File: src/rtl/uart_rx_cfg.sv
// uart_rx_cfg: configurable UART receiver with a one-frame valid/ready slot.
// Ports: clk, resetn (async low), rx in; data/valid/frame_err/parity_err/overrun out, ready in.
module uart_rx_cfg #(
  parameter int CLOCK      = 100000000,
  parameter int BAUD       = 9600,
  parameter int OVERSAMPLE = 16,
  parameter int DATA_BITS  = 8,
  parameter int PARITY     = 0,
  parameter int STOP_BITS  = 1
) (
  input  logic                 clk,
  input  logic                 resetn,
  input  logic                 rx,
  output logic [DATA_BITS-1:0] data,
  output logic                 valid,
  input  logic                 ready,
  output logic                 frame_err,
  output logic                 parity_err,
  output logic                 overrun
);

  localparam int DIV_R = CLOCK / (BAUD * OVERSAMPLE);
  localparam int DIV   = (DIV_R < 1) ? 1 : DIV_R;
  localparam int PW    = $clog2(DIV + 1);
  localparam int TW    = $clog2(OVERSAMPLE);
  localparam int BW    = $clog2(DATA_BITS + 1);

  localparam logic [PW-1:0] PMAX = PW'(DIV - 1);
  localparam logic [TW-1:0] HALF = TW'(OVERSAMPLE / 2 - 1);
  localparam logic [TW-1:0] TMAX = TW'(OVERSAMPLE - 1);
  localparam logic [BW-1:0] BMAX = BW'(DATA_BITS - 1);
  localparam logic          SMAX = 1'(STOP_BITS - 1);
  localparam logic          ODD  = (PARITY == 1);

  typedef enum logic [2:0] {
    ST_IDLE,
    ST_START,
    ST_DATA,
    ST_PAR,
    ST_STOP
  } state_t;

  state_t state;

  logic                 s1, s2, s3;
  logic                 fall;
  logic [PW-1:0]        pcnt;
  logic                 tick;
  logic [TW-1:0]        tcnt;
  logic [BW-1:0]        bcnt;
  logic                 scnt;
  logic [DATA_BITS-1:0] shreg;
  logic                 ferr_r;
  logic                 perr_r;
  logic                 done;

  // s3 is the previous synchronised value for edge detection
  always_ff @(posedge clk or negedge resetn) begin
    if (!resetn) begin
      s1 <= 1'b1;
      s2 <= 1'b1;
      s3 <= 1'b1;
    end else begin
      s1 <= rx;
      s2 <= s1;
      s3 <= s2;
    end
  end

  assign fall = s3 & ~s2;

  // prescaler held at 0 in IDLE so every frame starts phase-aligned
  assign tick = (state != ST_IDLE) && (pcnt == PMAX);

  always_ff @(posedge clk or negedge resetn) begin
    if (!resetn) begin
      pcnt <= '0;
    end else if (state == ST_IDLE || tick) begin
      pcnt <= '0;
    end else begin
      pcnt <= pcnt + PW'(1);
    end
  end

  always_ff @(posedge clk or negedge resetn) begin
    if (!resetn) begin
      state  <= ST_IDLE;
      tcnt   <= '0;
      bcnt   <= '0;
      scnt   <= 1'b0;
      shreg  <= '0;
      ferr_r <= 1'b0;
      perr_r <= 1'b0;
      done   <= 1'b0;
    end else begin
      done <= 1'b0;
      unique case (state)
        ST_IDLE: begin
          if (fall) begin
            state <= ST_START;
            tcnt  <= '0;
          end
        end
        ST_START: begin
          if (tick) begin
            if (tcnt == HALF) begin
              tcnt <= '0;
              if (s2) begin
                state <= ST_IDLE;
              end else begin
                state  <= ST_DATA;
                bcnt   <= '0;
                ferr_r <= 1'b0;
                perr_r <= 1'b0;
              end
            end else begin
              tcnt <= tcnt + TW'(1);
            end
          end
        end
        ST_DATA: begin
          if (tick) begin
            if (tcnt == TMAX) begin
              tcnt  <= '0;
              shreg <= {s2, shreg[DATA_BITS-1:1]};
              if (bcnt == BMAX) begin
                state <= (PARITY != 0) ? ST_PAR : ST_STOP;
                scnt  <= 1'b0;
              end else begin
                bcnt <= bcnt + BW'(1);
              end
            end else begin
              tcnt <= tcnt + TW'(1);
            end
          end
        end
        ST_PAR: begin
          if (tick) begin
            if (tcnt == TMAX) begin
              tcnt   <= '0;
              perr_r <= ((^shreg) ^ s2) != ODD;
              state  <= ST_STOP;
              scnt   <= 1'b0;
            end else begin
              tcnt <= tcnt + TW'(1);
            end
          end
        end
        ST_STOP: begin
          if (tick) begin
            if (tcnt == TMAX) begin
              tcnt   <= '0;
              ferr_r <= ferr_r | ~s2;
              if (scnt == SMAX) begin
                state <= ST_IDLE;
                done  <= 1'b1;
              end else begin
                scnt <= 1'b1;
              end
            end else begin
              tcnt <= tcnt + TW'(1);
            end
          end
        end
        default: state <= ST_IDLE;
      endcase
    end
  end

  // single-entry output slot; a frame arriving while it is full is dropped
  always_ff @(posedge clk or negedge resetn) begin
    if (!resetn) begin
      data       <= '0;
      valid      <= 1'b0;
      frame_err  <= 1'b0;
      parity_err <= 1'b0;
      overrun    <= 1'b0;
    end else begin
      overrun <= 1'b0;
      if (done) begin
        if (!valid || ready) begin
          data       <= shreg;
          frame_err  <= ferr_r;
          parity_err <= perr_r;
          valid      <= 1'b1;
        end else begin
          overrun <= 1'b1;
        end
      end else if (valid && ready) begin
        valid <= 1'b0;
      end
    end
  end

endmodule

File: config.mk
export PLATFORM = sky130hd
export DESIGN_NAME = uart_rx_cfg
export DESIGN_NICKNAME = d
export VERILOG_FILES = /design/src/rtl/uart_rx_cfg.sv
export SDC_FILE = /design/constraint.sdc
export NUM_CORES = 1
export LEC_CHECK = 0
export ABC_CLOCK_PERIOD_IN_PS = 1700
export CAP_MARGIN = 20
export CORE_MARGIN = 2
export CORE_UTILIZATION = 36
export CTS_CLUSTER_DIAMETER = 60
export DETAILED_ROUTE_END_ITERATION = 6
export PLACE_DENSITY = 0.51
export SYNTH_ARGS = -nofsm -noshare
export SYNTH_HDL_FRONTEND = slang
export SYNTH_SLANG_ARGS = --single-unit
File: constraint.sdc
create_clock -name clk -period 1.7 [get_ports clk]
set_input_delay 0.34 -clock clk [delete_from_list [all_inputs] [get_ports clk]]
set_output_delay 0.34 -clock clk [all_outputs]
set_load 0.01 [all_outputs]
# Word level (Yosys, flattened, before mapping)
# Index checks and enable logic that the tools add are counted.
dict set report totals {
  register_bits 48
  input_bits 4
  out_inout_bits 12
}
dict set report op_classes {
  muxes 54
  reduce_logical 24
  bitwise_logic 4
  eq_ne 23
  n_addsub 3
}
# cell n
set ops {}
lappend ops {{$mux W4} 11}
lappend ops {{$mux W3} 11}
lappend ops {{$ne A2 B2 Y1 const B} 13}
lappend ops {{$mux W1} 24}
lappend ops {{$pmux W3 S5} 1}
lappend ops {{$pmux W4 S3} 1}
lappend ops {{$reduce_and A6 Y1} 2}
lappend ops {{$reduce_and A11 Y1} 1}
lappend ops {{$add A10 B1 Y10 const B} 1}
lappend ops {{$eq A10 B10 Y1 const B} 1}
lappend ops {{$mux W10} 1}
lappend ops {{$reduce_bool A3 Y1} 3}
lappend ops {{$add A4 B1 Y4 const B} 2}
lappend ops {{$eq A4 B3 Y1 const B} 2}
lappend ops {{$pmux W4 S2} 1}
lappend ops {{$reduce_and A8 Y1} 1}
lappend ops {{$reduce_bool A2 Y1} 4}
lappend ops {{$reduce_xor A8 Y1} 1}
lappend ops {{$reduce_and A7 Y1} 1}
lappend ops {{$eq A3 B2 Y1 const B} 2}
lappend ops {{$eq A4 B4 Y1 const B} 1}
lappend ops {{$ne A2 B1 Y1 const B} 2}
lappend ops {{$pmux W1 S2} 2}
lappend ops {{$reduce_and A2 Y1} 2}
lappend ops {{other kinds (15)} 17}

# Longest topological paths before layout
dict set report depth {
  ltp_word 5
  mapped_depth 7
  ltp_nobuf 7
}

# Worst setup path after synthesis
# OpenSTA, ideal clock, no wires.
dict set report synth_timing {
  path_kind {register to register}
  startpoint {reg pcnt[5]}
  endpoint {reg shreg[0]}
  slack_ns -0.049
  setup_ns 0.125
  t_arrival_ns 1.624
  required_ns 1.575
  synth_period_minus_slack_ns 1.749
  path_stages_with_launch 6
  path_buffers 1
  cell_sequence {dfrtp_1 > nor4b_4 > and3_4 > and3_2 > buf_4 > mux2_2}
}
dict set report synth_via {
  elab_chain_len 3
}
# element line
set synth_rtl {}
lappend synth_rtl {{start: declaration} 47} ;# logic [PW-1:0] pcnt;
lappend synth_rtl {{start signal: assignment} 81} ;# pcnt <= pcnt + PW'(1);
lappend synth_rtl {{$eq A10 B10 Y1} 73} ;# assign tick = (state != ST_IDLE) && (pcnt == PMAX);
lappend synth_rtl {{$logic_and A1 B1 Y1} 73}
lappend synth_rtl {{$reduce_and A3 Y1 (no line)} --}
lappend synth_rtl {{end signal: assignment} 125} ;# shreg <= {s2, shreg[DATA_BITS-1:1]};
lappend synth_rtl {{end: declaration} 52} ;# logic [DATA_BITS-1:0] shreg;
# Every way passes these cells.
# A chain may end at the register's enable or synchronous reset.

# Worst setup path after layout
dict set report layout_timing {
  startpoint {reg pcnt[6]}
  endpoint {reg shreg[4]}
}
# Same word-level chain as after synthesis.

==> qor.csv <==
metric;value;unit
ios;16;
tritoncts;built;
routed_via_density;4.86;
drt_wl_total;4060;µm
fin_cells;320;
whs;0.00514;ns
grt_util_all_layers;12.8;%
top_usage_layer;met2;
drc;0;
gr-total-overflow;0;
syn_avg_cell_area;11.7;µm²
cpMostUsedCell;and3_4;
synth_nets;209;
clk_pin_slew;0.09;ns
diodes;0;
num_vias;1555;
gp_congestion;0.853;
setup_viol;11;
synthesis.area;2350;µm²
wl_per_cell;12.7;µm
dp_cells;310;
met1_usage;17.9;%
cpPeakStageDelay;0.41;ns
worstSetupStartpointType;flip-flop;
min_period;1.76;ns
portBuffers;15;
end_kind;flip-flop;
relSlewSlack;76.1;%
grt_pass1_vias;1559;
fmax;569;MHz
synth_edf_count;0;
ys_seq_area_share;50.3;%
clock_skew;0.0107;ns
grt_first_pass_wirelength;7360;µm
setup_ws;-0.0576;ns
synth_cell_types;46;
hp-class;in -> async;
drive_gt1_share;30.0;%
required;1.89;ns
worstSkewPairLatency;0.31;ns
grt_start_max_net_pins;48;
synth_top_flop_cell;dfrtp_1;
leakagePower;1.34;nW
holdBufCountCts;0;
die_height;84.7;µm
path_class;reg -> reg;
met3_usage;3.34;%
post-place-ws;-0.0737;ns
core_area;6310;µm²
dp_hpwl;2920;µm
h-tree-depth;2;
cpMaxStageDelayCell;dfrtp_1;
initial_core_util;37.2;%
hold_viol_final;0;
die_x;84.7;µm
crit_arrival;1.95;ns
clk_path_buf_depth;2;
path_cells;nor4b_4 > and3_4 > and3_4 > mux2_4;
synth-async-reset-ratio;100;%
ir_drop;0.000587;V
drt_iter0_drc;84;
ant_nets;0;
cts_root_buf;clkbuf_8;
syn2layout_area_growth;22.5;%
rows;29;
period_share;103;%
utilization;45.5;%
synth-seq-cells;47;
crit_path_max_fanout;8;
worst_pin_slew;0.357;ns
ys_warn_count;0;
synth_cells;201;
antenna_found_initial;0;
globalRouteMet2Util;19.0;%
powerDensity;854;nW/µm²
clock_sinks;47;
drv_slew;0;
final_nets;250;
numCtsBuffers;5;
drt_pass1_iterations;4;
status;complete, but fails checks;
dieArea;7180;µm²
drv_cap;0;
rsz0062_at_grt;yes;
failed_checks;negative setup slack;
fill_cells;594;
-- worst max-delay path, delay by kind of cell (launching register included) --
| family | cells | cell delay, ns |
|---|---|---|
| multiplexers | 1 | 0.31 |
| flip-flops | 1 | 0.41 |
| AND/OR/NAND/NOR | 3 | 0.91 |
-- cells by family (layout without fill, tap and decap cells) --
logic type | count (synthesis) | after routing | synth area share (%)
flip-flops | 47 | 47 | 50.3
AND/OR/NAND/NOR | 68 | 68 | 16.7
AO/OA/AOI/OAI | 29 | 29 | 9.54
adder cells (fa/ha/maj) | 4 | 4 | 2.13
XOR/XNOR | 22 | 22 | 8.21
buffers and inverters | 11 | 53 | 3.52
multiplexers | 20 | 20 | 9.60
-- layout by cell type, fill, tap and decap left out, types with 3 or more instances in the layout --
cell type / count
a21o_1: 4
a21oi_1: 3
and3_1: 5
buf_4: 22
clkbuf_8: 5
clkdlybuf4s50_1: 14
dfrtp_1: 43
dfstp_2: 3
ha_1: 3
inv_1: 6
mux2_2: 12
mux2_4: 8
nand2_1: 12
nand2b_1: 3
nand3_1: 8
nor2_1: 17
o21ai_0: 9
xnor2_1: 16
xor2_1: 6
-- power by group --
| group | switching (W) | internal, W | total (W) |
|---|---|---|---|
| clock network | 0.000376 | 0.000291 | 0.000667 |
| logic | 0.000235 | 0.000257 | 0.000492 |
| registers | 0.0000792 | 0.00122 | 0.00130 |
| total | 0.000691 | 0.00177 | 0.00246 |
-- cells in the mapped netlist (all sizes together), types with 3 or more instances --
| cell | count | share of area, % |
|---|---|---|
| dfrtp | 44 | 47 |
| mux2 | 20 | 9.6 |
| nor2 | 17 | 2.7 |
| xnor2 | 16 | 6.0 |
| nand2 | 12 | 1.9 |
| o21ai | 11 | 2.3 |
| nand3 | 9 | 1.9 |
| and3 | 8 | 2.5 |
| inv | 6 | 0.96 |
| xor2 | 6 | 2.2 |
| a21o | 4 | 1.3 |
| ha | 4 | 2.1 |
| a21oi | 3 | 0.64 |
| and2 | 3 | 0.85 |
| clkbuf | 3 | 1.8 |
| dfstp | 3 | 3.4 |
| nand2b | 3 | 0.80 |
-- stage by stage --
step,setup TNS (ns),instance area (µm²),power (W)
6_report,-0.482,2880,0.00246
2_1_floorplan,-0.273,2390,0.00161
4_1_cts,-0.588,2860,0.00250
3_3_place_gp,-0.455,2750,0.00181
5_1_grt,-1.71,2880,0.00262
3_5_place_dp,-0.808,2750,0.00181
-- layout make-up --
class / count / area (µm²) / share of cell area, %
Timing Repair Buffer: 39 / 350 / 12.2
Clock inverter: 2 / 13.8 / 0.479
Tap cell: 77 / 96.3 / 3.35
Multi-Input combinational cell: 143 / 1140 / 39.6
Inverter: 6 / 22.5 / 0.783
Sequential cell: 47 / 1180 / 41.1
Clock buffer: 6 / 72.6 / 2.52
-- state kept, by name, summed over array words and instances (netlist names), 3 cells and up --
signal,cells
shreg,8
state,3
bcnt,4
pcnt,10
data,8
tcnt,4
-- per-layer routing --
metal	up-vias	wire length, µm
li1	784	-
met1	749	2060
met2	15	1810
met3	7	124
met4	0	68
met5	-	0
-- final timing paths --
path	cells past startpoint	to	slack (ns)	start
max in group asynchronous	2	s1$_DFF_PN1_	1.41	resetn
max reg2reg	4	shreg[4]$_DFFE_PN0P_	-0.06	pcnt[6]$_DFF_PN0_
max	4	shreg[4]$_DFFE_PN0P_	-0.06	pcnt[6]$_DFF_PN0_
min reg2reg	0	s2$_DFF_PN1_	0.36	s1$_DFF_PN1_
min	2	ferr_r$_DFFE_PN0P_	0.005	resetn
min in group clk	0	s2$_DFF_PN1_	0.36	s1$_DFF_PN1_
-- timing repair --
item                                    in CTS  in global routing
endpoints found under the setup margin      15                 17
setup buffers                                2                  0
pin swaps                                    6                  3
resized for setup                            2                  4
(Power assumes the default switching activity.)
